[config.mk]
export PLATFORM = sky130hd
export DESIGN_NAME = uart_pixel_packer_flat
export DESIGN_NICKNAME = d
export VERILOG_FILES = /design/src/rtl/uart_pixel_packer_pkg.sv /design/src/rtl/uart_pixel_packer_if.sv /design/src/rtl/uart_pixel_packer_pulse_stretch.sv /design/src/rtl/uart_pixel_packer.sv /design/src/flat_wrapper.sv
export SDC_FILE = /design/constraint.sdc
export NUM_CORES = 1
export LEC_CHECK = 0
export CAP_MARGIN = 40
export CORE_ASPECT_RATIO = 2
export CORE_MARGIN = 3
export CORE_UTILIZATION = 40
export CTS_CLUSTER_DIAMETER = 40
export DETAILED_ROUTE_END_ITERATION = 6
export PLACE_DENSITY_LB_ADDON = 0.15
export SLEW_MARGIN = 5
export SYNTH_ARGS = -nofsm -noshare
export SYNTH_HDL_FRONTEND = slang
export SYNTH_SLANG_ARGS = --single-unit
[constraint.sdc]
create_clock -name i_Clock -period 2.1 [get_ports i_Clock]
set_input_delay 0.42 -clock i_Clock [delete_from_list [all_inputs] [get_ports i_Clock]]
set_output_delay 0.42 -clock i_Clock [all_outputs]
set_load 0.02 [all_outputs]
[src/rtl/uart_pixel_packer_pkg.sv]
// Shared types and constants for the UART pixel packer.
//   state_t       : byte-phase FSM encoding (R, G, B, frame done)
//   DEF_*         : default geometry / channel depth
//   pix_w()       : packed pixel width for a given channel depth
//   frame_pix()   : pixel count of a frame
package uart_pixel_packer_pkg;

    typedef enum logic [1:0] {
        S_R    = 2'd0,
        S_G    = 2'd1,
        S_B    = 2'd2,
        S_DONE = 2'd3
    } state_t;

    localparam int unsigned DEF_IMG_W     = 160;
    localparam int unsigned DEF_IMG_H     = 120;
    localparam int unsigned DEF_CH_BITS   = 4;
    localparam int unsigned DEF_PIX_W     = 3 * DEF_CH_BITS;
    localparam int unsigned DEF_FRAME_PIX = DEF_IMG_W * DEF_IMG_H;

    function automatic int unsigned pix_w(input int unsigned ch_bits);
        return 3 * ch_bits;
    endfunction

    function automatic int unsigned frame_pix(input int unsigned w, input int unsigned h);
        return w * h;
    endfunction

endpackage

[src/rtl/uart_pixel_packer_if.sv]
// Frame-buffer write port bundle.
//   wr_en      : one-cycle RAM write strobe
//   wr_addr    : raster-order write address
//   wr_data    : packed {R,G,B} pixel
//   frame_done : level, high once the last pixel of the frame is written
// master = pixel packer (drives), slave = frame-buffer RAM / VGA side.
interface uart_pixel_packer_if #(
    parameter int unsigned ADDR_W = 15,
    parameter int unsigned PIX_W  = uart_pixel_packer_pkg::DEF_PIX_W
);
    logic              wr_en;
    logic [ADDR_W-1:0] wr_addr;
    logic [PIX_W-1:0]  wr_data;
    logic              frame_done;

    modport master (output wr_en, output wr_addr, output wr_data, output frame_done);
    modport slave  (input  wr_en, input  wr_addr, input  wr_data, input  frame_done);
endinterface

[src/rtl/uart_pixel_packer_pulse_stretch.sv]
// Retriggerable pulse stretcher for status LEDs.
//   clk, rst_n : clock, async active-low reset
//   trig       : reload strobe
//   pulse      : high for CLKS cycles after the most recent trig
module uart_pixel_packer_pulse_stretch #(
    parameter int unsigned CLKS = 1000000
) (
    input  logic clk,
    input  logic rst_n,
    input  logic trig,
    output logic pulse
);
    localparam int unsigned CNT_W = $clog2(CLKS + 1);

    logic [CNT_W-1:0] cnt;

    // Output covers the trig cycle plus CLKS-1 counted cycles.
    always_ff @(posedge clk or negedge rst_n) begin
        if (!rst_n) begin
            cnt   <= '0;
            pulse <= 1'b0;
        end else begin
            if (trig) begin
                cnt <= CNT_W'(CLKS - 1);
            end else if (cnt != '0) begin
                cnt <= cnt - CNT_W'(1);
            end
            pulse <= trig | (cnt != '0);
        end
    end
endmodule

[src/rtl/uart_pixel_packer.sv]
// Packs UART bytes into R,G,B pixels and writes them to the frame buffer.
//   i_Clock, i_Rst_n : clock, async active-low reset
//   i_Clear          : synchronous restart of the frame
//   i_Rx_DV, i_Rx_Byte : byte stream from the UART receiver
//   wr               : frame-buffer write port (strobe, address, data, frame done)
//   o_Sync_Err       : one-cycle pulse when a partial pixel is discarded
//   o_Led            : activity LED
module uart_pixel_packer
    import uart_pixel_packer_pkg::*;
#(
    parameter int unsigned IMG_W        = DEF_IMG_W,
    parameter int unsigned IMG_H        = DEF_IMG_H,
    parameter int unsigned ADDR_W       = 15,
    parameter int unsigned CH_BITS      = DEF_CH_BITS,
    parameter int unsigned TIMEOUT_CLKS = 87 * 30,
    parameter int unsigned LED_CLKS     = 1000000
) (
    input  logic                i_Clock,
    input  logic                i_Rst_n,
    input  logic                i_Clear,
    input  logic                i_Rx_DV,
    input  logic [7:0]          i_Rx_Byte,
    uart_pixel_packer_if.master wr,
    output logic                o_Sync_Err,
    output logic                o_Led
);
    localparam int unsigned PIX_W    = pix_w(CH_BITS);
    localparam int unsigned LAST_PIX = frame_pix(IMG_W, IMG_H) - 1;
    localparam int unsigned TO_W     = $clog2(TIMEOUT_CLKS + 1);

    localparam logic [ADDR_W-1:0] LAST_ADDR = ADDR_W'(LAST_PIX);
    localparam logic [TO_W-1:0]   TO_LAST   = TO_W'(TIMEOUT_CLKS - 1);

    state_t              state_q, state_d;
    logic [CH_BITS-1:0]  r_q, r_d, g_q, g_d;
    logic [TO_W-1:0]     to_q, to_d, to_inc;
    logic                wr_en_q, wr_en_d;
    logic [ADDR_W-1:0]   addr_q, addr_d;
    logic [PIX_W-1:0]    data_q, data_d;
    logic                done_q, done_d;
    logic                err_q, err_d;
    logic                partial_c, expire_c;
    logic [CH_BITS-1:0]  msb_c;
    logic [7:0]          unused_byte;

    // Only the channel MSBs are kept; the rest of the byte is intentionally dropped.
    assign unused_byte = i_Rx_Byte;
    assign msb_c       = i_Rx_Byte[7 -: CH_BITS];

    assign to_inc    = to_q + TO_W'(1);
    assign partial_c = (state_q == S_G) || (state_q == S_B);
    // A byte arriving in the expiry cycle wins over the timeout.
    assign expire_c  = partial_c && !i_Rx_DV && (to_inc == TO_LAST);

    // Next-state and datapath
    always_comb begin
        state_d = state_q;
        r_d     = r_q;
        g_d     = g_q;
        to_d    = to_q;
        wr_en_d = 1'b0;
        addr_d  = addr_q;
        data_d  = data_q;
        done_d  = done_q;
        err_d   = 1'b0;

        // Address steps the cycle after a strobe, except after the final pixel.
        if (wr_en_q && !done_q) begin
            addr_d = addr_q + ADDR_W'(1);
        end

        case (state_q)
            S_R: begin
                to_d = '0;
                if (i_Rx_DV) begin
                    r_d     = msb_c;
                    state_d = S_G;
                end
            end
            S_G: begin
                if (i_Rx_DV) begin
                    g_d     = msb_c;
                    to_d    = '0;
                    state_d = S_B;
                end else if (expire_c) begin
                    to_d    = '0;
                    err_d   = 1'b1;
                    state_d = S_R;
                end else begin
                    to_d = to_inc;
                end
            end
            S_B: begin
                if (i_Rx_DV) begin
                    data_d  = {r_q, g_q, msb_c};
                    wr_en_d = 1'b1;
                    to_d    = '0;
                    if (addr_q == LAST_ADDR) begin
                        done_d  = 1'b1;
                        state_d = S_DONE;
                    end else begin
                        state_d = S_R;
                    end
                end else if (expire_c) begin
                    to_d    = '0;
                    err_d   = 1'b1;
                    state_d = S_R;
                end else begin
                    to_d = to_inc;
                end
            end
            S_DONE: begin
                to_d = '0;
            end
            default: begin
                to_d    = '0;
                state_d = S_R;
            end
        endcase

        // Restart drops any partial pixel and same-cycle byte; an in-flight strobe still completes.
        if (i_Clear) begin
            state_d = S_R;
            to_d    = '0;
            wr_en_d = 1'b0;
            addr_d  = '0;
            done_d  = 1'b0;
            err_d   = 1'b0;
        end
    end

    // State and output registers
    always_ff @(posedge i_Clock or negedge i_Rst_n) begin
        if (!i_Rst_n) begin
            state_q <= S_R;
            r_q     <= '0;
            g_q     <= '0;
            to_q    <= '0;
            wr_en_q <= 1'b0;
            addr_q  <= '0;
            data_q  <= '0;
            done_q  <= 1'b0;
            err_q   <= 1'b0;
        end else begin
            state_q <= state_d;
            r_q     <= r_d;
            g_q     <= g_d;
            to_q    <= to_d;
            wr_en_q <= wr_en_d;
            addr_q  <= addr_d;
            data_q  <= data_d;
            done_q  <= done_d;
            err_q   <= err_d;
        end
    end

    assign wr.wr_en      = wr_en_q;
    assign wr.wr_addr    = addr_q;
    assign wr.wr_data    = data_q;
    assign wr.frame_done = done_q;
    assign o_Sync_Err    = err_q;

    uart_pixel_packer_pulse_stretch #(
        .CLKS (LED_CLKS)
    ) u_led (
        .clk   (i_Clock),
        .rst_n (i_Rst_n),
        .trig  (i_Rx_DV),
        .pulse (o_Led)
    );
endmodule

[src/flat_wrapper.sv]
// flat-port wrapper written by rule: the top's interface ports become plain ports
module uart_pixel_packer_flat import uart_pixel_packer_pkg::*;
#(
    parameter int unsigned IMG_W        = DEF_IMG_W,
    parameter int unsigned IMG_H        = DEF_IMG_H,
    parameter int unsigned ADDR_W       = 15,
    parameter int unsigned CH_BITS      = DEF_CH_BITS,
    parameter int unsigned TIMEOUT_CLKS = 87 * 30,
    parameter int unsigned LED_CLKS     = 1000000
)
  (i_Clock, i_Rst_n, i_Clear, i_Rx_DV, i_Rx_Byte, o_Sync_Err, o_Led, wr_wr_en, wr_wr_addr, wr_wr_data, wr_frame_done);
  uart_pixel_packer_if #(.ADDR_W(ADDR_W), .PIX_W((12))) wr_i ();
  input  logic i_Clock;
  input  logic i_Rst_n;
  input  logic i_Clear;
  input  logic i_Rx_DV;
  input  logic [7:0] i_Rx_Byte;
  output logic o_Sync_Err;
  output logic o_Led;
  output wire logic [$bits(wr_i.wr_en)-1:0] wr_wr_en;
  output wire logic [$bits(wr_i.wr_addr)-1:0] wr_wr_addr;
  output wire logic [$bits(wr_i.wr_data)-1:0] wr_wr_data;
  output wire logic [$bits(wr_i.frame_done)-1:0] wr_frame_done;
  assign wr_wr_en = wr_i.wr_en;
  assign wr_wr_addr = wr_i.wr_addr;
  assign wr_wr_data = wr_i.wr_data;
  assign wr_frame_done = wr_i.frame_done;
  uart_pixel_packer #(.IMG_W(IMG_W), .IMG_H(IMG_H), .ADDR_W(ADDR_W), .CH_BITS(CH_BITS), .TIMEOUT_CLKS(TIMEOUT_CLKS), .LED_CLKS(LED_CLKS)) u_core (.i_Clock(i_Clock), .i_Rst_n(i_Rst_n), .i_Clear(i_Clear), .i_Rx_DV(i_Rx_DV), .i_Rx_Byte(i_Rx_Byte), .wr(wr_i), .o_Sync_Err(o_Sync_Err), .o_Led(o_Led));
endmodule
# Word level (Yosys, flattened, before mapping)

Cells that the tools add are included.

Reduce and logical (&&, ||, !) cells: 21
Bitwise logic cells: 1
Add/subtract/negate cells: 3
Muxes and demuxes: 26
Equal/unequal tests: 6

Operator list:

| cell                    | count |
|---|---|
| $mux W20                | 2 |
| $mux W12                | 3 |
| $mux W15                | 2 |
| $pmux W12 S2            | 1 |
| $reduce_bool A20 Y1     | 1 |
| $sub A20 B1 Y20 const B | 1 |
| $add A15 B1 Y15 const B | 1 |
| $eq A15 B15 Y1 const B  | 1 |
| $add A12 B1 Y12 const B | 1 |
| $eq A12 B12 Y1 const B  | 1 |
| $mux W2                 | 6 |
| $mux W1                 | 11 |
| $reduce_bool A2 Y1      | 5 |
| $reduce_and A2 Y1       | 4 |
| $pmux W2 S3             | 1 |
| $eq A2 B2 Y1 const B    | 2 |
| $reduce_bool A4 Y1      | 1 |
| $reduce_or A2 Y1        | 2 |
| $logic_and A1 B1 Y1     | 3 |
| $ne A3 B3 Y1 const B    | 1 |
| $reduce_and A3 Y1       | 1 |
| $eq A2 B1 Y1 const B    | 1 |
| $logic_not A1 Y1        | 2 |
| $logic_not A2 Y1        | 1 |
| 2 further kinds         | 2 |

Output and inout bits: 31
Bits in registers: 73

# Logic depth before layout (Yosys ltp)

Gate-level depths: netlist of run 1.

Depth in word-level cells: 8
Depth in mapped cells: 9
Mapped depth without buffers: 7

# By module

Synthesis of run 1 repeated with hierarchy kept, for this count alone.

Cells, all modules: 340
Area total of the unflattened synthesis: 3,577.2 um^2

Modules (own cells, without submodules):

| module                          | sequential area each (um^2) | area each (um^2) | times used | cells an instance |
|---|---|---|---|---|
| uart_pixel_packer               | 1,301.2                     | 2,436.1          | 1          | 223 |
| uart_pixel_packer_pulse_stretch | 525.5                       | 1,141.1          | 1          | 117 |

# Least setup slack after synthesis of run 1

OpenSTA, ideal clock, no wires.

Path type: register to register
From: register u_core.to_q[0]
To: register u_core.to_q[4]
Stages on the path, launching flop included: 9
Path slack: -0.099 ns
Data arrival time: 2.080 ns
Setup time: 0.119 ns
Path through: dfrtp_1 > ha_1 > nor3b_1 > a31oi_1 > or4b_2 > a2111oi_2 > or2_1 > buf_6 > nor2_2

Longest elaborated chain between the ends: 7

RTL lines:

| what                     | line                                              | source |
|---|---|---|
| start: declaration       | uart_pixel_packer.sv:36                           | `logic [TO_W-1:0] to_q, to_d, to_inc;` |
| start signal: assignment | uart_pixel_packer.sv:148                          | `to_q <= to_d;` |
| $add A12 B1 Y12 *        | uart_pixel_packer.sv:50                           | `assign to_inc = to_q + TO_W'(1);` |
| $eq A12 B12 Y1           | uart_pixel_packer.sv:53                           | `assign expire_c = partial_c && !i_Rx_DV && (to_inc == TO_LAST);` |
| $logic_and A1 B1 Y1      | uart_pixel_packer.sv:53                           |  |
| $mux W12 *               | uart_pixel_packer.sv:85, uart_pixel_packer.sv:104 |  |
| $mux W12 *               | uart_pixel_packer.sv:94                           | `if (i_Rx_DV) begin` |
| $pmux W12 S2 *           | uart_pixel_packer.sv:72                           | `case (state_q)` |
| $mux W12 *               | uart_pixel_packer.sv:122                          | `if (i_Clear) begin` |
| via u_core.to_d[4]       | uart_pixel_packer.sv:36                           |  |

Mark *: on every way through the listed nets, which the timed path passes. The rest lies on a longest branch.
A chain may end at the register's enable or synchronous reset.

# Final worst setup path of run 1

Ends and elaborated chain as after synthesis.

==> flow_summary.yaml, run 1 <==
synthesis:
  warnings_synthesis: 0
  post_syn_area_per_cell_um2: 10.8
  yosys-top-cells-count: "sky130_fd_sc_hd__dfrtp_1 (73), sky130_fd_sc_hd__nor2_1 (44), sky130_fd_sc_hd__xor2_1 (26), sky130_fd_sc_hd__mux2_2 (20), sky130_fd_sc_hd__nand2_1 (19)"
  yosys.area.top_type: "sky130_fd_sc_hd__dfrtp_1"
  number_of_nets_produced_by_synthesis: 351
  synth.top_cell.area_share: 0.511
  asyncSetResetFlopFracSynth: 1.00
  flip_flop_and_latch_count_after_synthesis: 73
  synthCells: 332
  synth_area_leaders: "sky130_fd_sc_hd__dfrtp_1 (51%), sky130_fd_sc_hd__xor2_1 (6.4%), sky130_fd_sc_hd__mux2_2 (6.3%)"
  synth.most_common_cell: "sky130_fd_sc_hd__dfrtp_1"
  syn_area_um2: 3570
  synth_edf_count: 0
  synth_flop_type: "sky130_fd_sc_hd__dfrtp_1"
  synth_cell_types: 51
  synth_seq_area_share: 0.511
setup_path:
  cp_data_required_time_ns: 2.33
  end_kind: "register"
  critPathTopFamily: "simple AND/OR/NAND/NOR gates"
  worst-setup-path-type: "register to register"
  path_buf_inv: 2
  critPathMaxStageDelay_ns: 0.41
  worstPathMaxFanout: 6
  crit_slowest_cell: "sky130_fd_sc_hd__dfrtp_1"
  cp-start-kind: "register"
  cp_data_arrival_time_ns: 2.39
  crit_chain: "ha_4, buf_6, and3_4, nand4_4, or3b_4, a2111oi_4, or2_1, buf_12, nor2_2"
place:
  pre_cts_ws_ns: -0.127
  buffer_ports.inserted: 38
  detailed_place_hpwl_mm: 5.09
  placed_cell_area_um2: 4230
  numPlacedInstances: 482
  routabilityCongestion: 0.756
routing:
  routed_wirelength_mm: 7.19
  drtAntennaViolNets: 0
  routedWlPerCell_um: 14.4
  drc: 0
  dr.pass1.iters: 4
  detailedRoute.firstIterationViolations: 121
  viasPerCell: 5.20
  route.vias.total: 2606
run_status:
  status: "complete, but fails checks"
  violations: "setup timing"
timing:
  worst_clock_skew_ns: 0.00392
  setup_violations: 8
  post_layout_minimum_cycle_time_ns: 2.16
  grt_setup_unrepaired: "true"
  final-max-slew-violation-count: 0
  relSlewSlack: 0.706
  final_hold_viol_count: 0
  worst_hold_slack_ns: 0.0719
  post-route-worst-setup-slack_ns: -0.0601
  fin_tns_setup_ns: -0.389
  timing.fmax_mhz: 463
  post-route-period-util: 1.03
  max_slew.worst_pin.slew_ns: 0.429
clock_network:
  htreeDepth: 3
  clkSlewWorstSetupHoldPaths_ns: 0.06
  cts.path.max_buffers: 2
  cts_tree: "yes"
  cts_buffers: 9
  insertion_delay_ns: 0.33
  clkSinkCount: 73
  cts.hold.buffers_added: 0
  cts_root_buffer: "sky130_fd_sc_hd__clkbuf_16"
finish:
  finish.cell_count_without_fillers: 501
  final_core_util: 0.532
  drive_gt1_frac: 0.202
  finish.net_count: 415
  design_area_um2: 4600
  insertedDiodeCount: 0
  syn_to_final_growth_pct: 28.7
  n_fill_cell: 815
floorplan:
  core.rowCount: 48
  fp.coreArea_um2: 8650
  die_width_um: 72.8
  die_h_um: 140
  floorplan.die_area_um2: 10200
  num_io_pins: 43
  initial_core_utilization: 0.413
grt:
  grt_pass1_vias: 2615
  gr-usage-all-layers: 0.156
  maximum_number_of_pins_on_one_net_before_global_route_repair: 74
  grt_remaining_overflow: 0
  antenna_found_initial: 0
  grt_first_pass_wirelength_mm: 12.3
job:
  drv_cap: 0
pwr:
  ir_worst_vdd_v: 0.000641
  power.total_mw: 3.83
  p_leak_nw: 1.92
  power_density_nw_per_um2: 833
min_path:
  hold_class: "primary input to asynchronous set/reset pin"
[sequential cells by signal, summed over array words and instances, names as in the netlist]
register and flops:
u_core.g_q 4, u_core.r_q 4, u_core.wr.wr_en 1, u_core.u_led.cnt 20, u_core.wr.wr_addr 15, u_core.u_led.pulse 1
u_core.to_q 12, u_core.wr.wr_data 12, u_core.o_Sync_Err 1, u_core.state_q 2, u_core.wr.frame_done 1
[layer usage]
metal  wire, um  vias to the layer above  share of wire  global-route usage
met5          0                        -              0                   0
met4        125                        0          0.017              0.0584
met3        250                        8          0.035              0.0448
met2       4000                       32           0.56               0.284
met1       2810                     1303           0.39               0.164
li1           -                     1263              -                   -
[worst register-to-register path, delay by kind of cell (launching register included)]
family	cells	cell delay (ns)
fa+ha+maj	1	0.17
buf+inv	2	0.22
compound gates	1	0.33
flops	1	0.41
simple gates	5	0.93
[cell type report]
type	instances	area (um2)	area share
Inverter	8	30.0	0.00653
Tap cell	100	125	0.0272
Clock inverter	7	77.6	0.0169
Multi-Input combinational cell	240	1710	0.372
Sequential cell	73	1830	0.397
Clock buffer	9	225	0.0490
Timing Repair Buffer	64	603	0.131
[worst paths after layout]
path                                            from                               end  slack (ns)  cells after the start
max                         u_core.to_q[0]$_DFF_PN0_          u_core.to_q[4]$_DFF_PN0_       -0.06                      9
min                                          i_Rst_n  u_core.wr.wr_addr[7]$_DFFE_PN0P_        0.07                      2
max reg2reg                 u_core.to_q[0]$_DFF_PN0_          u_core.to_q[4]$_DFF_PN0_       -0.06                      9
min reg2reg                u_core.g_q[3]$_DFFE_PN0P_         u_core.g_q[3]$_DFFE_PN0P_        0.50                      1
max in group asynchronous                    i_Rst_n      u_core.u_led.pulse$_DFF_PN0_        1.67                      2
min in group i_Clock       u_core.g_q[3]$_DFFE_PN0P_         u_core.g_q[3]$_DFFE_PN0P_        0.50                      1
[kinds of logic (layout without fill, tap and decap cells)]
group                    after synthesis  after routing  synth area share
adder cells (fa/ha/maj)                7              7            0.0245
buffers and inverters                 19             88            0.0245
AO/OA/AOI/OAI                         23             23            0.0469
flip-flops                            73             73             0.511
multiplexers                          23             23            0.0714
XOR/XNOR                              43             43             0.105
AND/OR/NAND/NOR                      144            144             0.216
[timing repair]
item | 4_1_cts | 5_1_grt
endpoints found under the setup margin | 8 | 8
buffers inserted | 2 | 1
pin swaps | 3 | 2
resized for setup | 6 | 4
[power by group]
part / internal, mW / switching [mW]
clock: 0.929 / 0.619
sequential: 1.56 / 0.0811
combinational: 0.335 / 0.309
[cells in the final DEF, fill, tap and decap left out, drive strengths merged, types with 3 or more instances in the layout]
| cell | netlist | routed |
|---|---|---|
| nor2b | 5 | 5 |
| clkdlybuf4s50 | 0 | 37 |
| nand2 | 19 | 19 |
| nand3b | 4 | 4 |
| o21ai | 4 | 4 |
| dfrtp | 73 | 73 |
| nand4 | 7 | 7 |
| and3 | 6 | 6 |
| nand2b | 13 | 13 |
| nor3 | 12 | 12 |
| and4 | 3 | 3 |
| ha | 7 | 7 |
| clkinv | 0 | 3 |
| inv | 8 | 10 |
| nand3 | 8 | 8 |
| clkbuf | 6 | 9 |
| a31oi | 3 | 3 |
| buf | 5 | 27 |
| xor2 | 26 | 26 |
| a21oi | 3 | 3 |
| mux2 | 20 | 20 |
| nor2 | 50 | 50 |
| xnor2 | 17 | 17 |
| mux2i | 3 | 3 |
(Power assumes the default switching activity.)
==> run 2, diff against run 1 <==
--- a/config.mk
+++ b/config.mk
@@ -9,7 +9,9 @@
 export CORE_ASPECT_RATIO = 2
 export CORE_MARGIN = 3
 export CORE_UTILIZATION = 40
+export CTS_BUF_LIST = sky130_fd_sc_hd__clkbuf_16
 export CTS_CLUSTER_DIAMETER = 40
+export CTS_CLUSTER_SIZE = 10
 export DETAILED_ROUTE_END_ITERATION = 6
 export PLACE_DENSITY_LB_ADDON = 0.15
 export SLEW_MARGIN = 5
==> constraint.sdc (replaced) <==
create_clock -name i_Clock -period 2.1 [get_ports i_Clock]
set_input_delay 0.42 -clock i_Clock [delete_from_list [all_inputs] [get_ports i_Clock]]
set_output_delay 0.42 -clock i_Clock [all_outputs]
set_load 0.05 [all_outputs]
==> run 2 against run 1 <==
The flow still finishes with violations (setup timing). Power rose by 4.3%. Cell count did not move. Die area did not move. Clock skew did not move. Worst setup slack did not move. Sequential power barely moved. Register-to-register slack barely moved. Non-clock buffer count did not move. Sequential share of layout area barely moved. Wire length barely moved. First-iteration DRC count did not move. Via count did not move.
==> flow_summary.yaml, run 2 (same netlist as run 1, synthesis figures left out) <==
routing:
  route.vias.total: 2606
  routed_wirelength_mm: 7.20
  routedWlPerCell_um: 14.4
  dr.pass1.iters: 4
  viasPerCell: 5.20
  detailedRoute.firstIterationViolations: 121
  drc: 0
  drtAntennaViolNets: 0
place:
  routabilityCongestion: 0.756
  numPlacedInstances: 482
  detailed_place_hpwl_mm: 5.09
  buffer_ports.inserted: 38
timing:
  worst_clock_skew_ns: 0.00392
  setup_violations: 8
  grt_setup_unrepaired: "true"
  timing.fmax_mhz: 463
  max_slew.worst_pin.slew_ns: 0.513
  post-route-period-util: 1.03
  post-route-worst-setup-slack_ns: -0.0601
  final_hold_viol_count: 0
  relSlewSlack: 0.657
  post_layout_minimum_cycle_time_ns: 2.16
  final-max-slew-violation-count: 0
finish:
  drive_gt1_frac: 0.202
  mostFrequentLayoutCells: "sky130_fd_sc_hd__dfrtp_1 (73), sky130_fd_sc_hd__nor2_1 (44), sky130_fd_sc_hd__clkdlybuf4s50_1 (36)"
  syn_to_final_growth_pct: 28.8
  final_core_util: 0.532
  finish.net_count: 415
  seq_area_um2: 1830
  layout.cells.most_common: "sky130_fd_sc_hd__dfrtp_1"
  finish.cell_count_without_fillers: 501
  n_fill_cell: 813
  largest-register: "u_core.u_led.cnt"
  multi_input_area_um2: 1710
  largest_reg_flops: 20
  insertedDiodeCount: 0
floorplan:
  floorplan.die_area_um2: 10200
  initial_core_utilization: 0.413
  die_h_um: 140
  fp.coreArea_um2: 8650
  num_io_pins: 43
  die_width_um: 72.8
  core.rowCount: 48
setup_path:
  cp_data_required_time_ns: 2.33
  worst-setup-path-type: "register to register"
  worstPathMaxFanout: 6
  end_kind: "register"
  r2r_start: "u_core.to_q[0]$_DFF_PN0_"
  setup.reg_to_reg.worst_slack_ns: -0.06
  worst_reg2reg_path_endpoint: "u_core.to_q[4]$_DFF_PN0_"
  r2r.worst_path.cells: 9
  cp-start-kind: "register"
  cp_data_arrival_time_ns: 2.39
clock_network:
  clkSinkCount: 73
  cts_root_buffer: "sky130_fd_sc_hd__clkbuf_16"
  insertion_delay_ns: 0.33
  cts_buffers: 9
  htreeDepth: 3
  cts.path.max_buffers: 2
  clkSlewWorstSetupHoldPaths_ns: 0.06
  cts_tree: "yes"
pwr:
  ir_worst_vdd_v: 0.000647
  p_leak_nw: 1.94
  power_density_nw_per_um2: 868
grt:
  grt_remaining_overflow: 0
  grt_first_pass_wirelength_mm: 12.3
  maximum_number_of_pins_on_one_net_before_global_route_repair: 74
  gr-usage-all-layers: 0.156
  antenna_found_initial: 0
  grt_pass1_vias: 2615
min_path:
  hold_class: "primary input to asynchronous set/reset pin"
run_status:
  violations: "setup timing"
  status: "complete, but fails checks"
job:
  drv_cap: 0
run 2: cell type report:
| cell class | count | area share |
|---|---|---|
| Timing Repair Buffer | 64 | 0.132 |
| Clock buffer | 9 | 0.0489 |
| Tap cell | 100 | 0.0272 |
| Sequential cell | 73 | 0.397 |
| Multi-Input combinational cell | 240 | 0.372 |
| Inverter | 8 | 0.00653 |
| Clock inverter | 7 | 0.0169 |
run 2: critical path, cell delays in order (launching register included):
cell and delay (ns):
sky130_fd_sc_hd__dfrtp_1 0.41, sky130_fd_sc_hd__ha_4 0.17, sky130_fd_sc_hd__buf_6 0.09, sky130_fd_sc_hd__and3_4 0.19, sky130_fd_sc_hd__nand4_4 0.10, sky130_fd_sc_hd__or3b_4 0.40, sky130_fd_sc_hd__a2111oi_4 0.33, sky130_fd_sc_hd__or2_1 0.20
sky130_fd_sc_hd__buf_12 0.13, sky130_fd_sc_hd__nor2_2 0.04
run 2: what timing repair did:
action,in CTS,in global routing
setup buffers,2,1
hold buffers,0,0
endpoints found under the hold margin,0,0
setup endpoints to repair,8,9
pin swaps,3,2
gates resized for setup,6,5
run 2: worst max-delay path by stage:
stage	start	to	slack, ns	depth (start not counted)
5_1_grt	u_core.to_q[0]$_DFF_PN0_	u_core.to_q[9]$_DFF_PN0_	-0.14	9
2_1_floorplan	u_core.to_q[0]$_DFF_PN0_	u_core.to_q[4]$_DFF_PN0_	-0.04	9
3_5_place_dp	u_core.to_q[0]$_DFF_PN0_	u_core.to_q[4]$_DFF_PN0_	-0.13	8
4_1_cts	u_core.to_q[0]$_DFF_PN0_	u_core.to_q[4]$_DFF_PN0_	-0.07	9
6_report	u_core.to_q[0]$_DFF_PN0_	u_core.to_q[4]$_DFF_PN0_	-0.06	9
3_3_place_gp	u_core.to_q[1]$_DFF_PN0_	u_core.to_q[4]$_DFF_PN0_	-0.12	8
run 2: stage by stage:
step / worst slack [ns] / hold WS (ns) / TNS (ns) / instance area [um2] / power [mW]
after floorplan: -0.0377 / 0.124 / -0.215 / 3590 / 2.18
after global placement: -0.124 / 0.477 / -0.873 / 4230 / 2.45
after detailed placement: -0.127 / 0.483 / -0.896 / 4230 / 2.48
after CTS: -0.0735 / 0.122 / -0.483 / 4580 / 4.06
after global routing: -0.144 / 0.139 / -1.06 / 4600 / 4.18
final: -0.0601 / 0.0719 / -0.389 / 4600 / 4.00
run 2: per-layer routing:
layer,GRT usage,routed length (um)
met5,0,0
met1,0.164,2820
met4,0.0584,125
met3,0.0448,250
met2,0.284,4010
run 2: where the power goes:
group / leakage, nW / switching, mW / total [mW] / internal (mW)
Combinational: 0.859 / 0.475 / 0.809 / 0.334
Sequential: 0.932 / 0.0811 / 1.64 / 1.56
Clock: 0.146 / 0.619 / 1.55 / 0.929
Total: 1.94 / 1.18 / 4.00 / 2.82
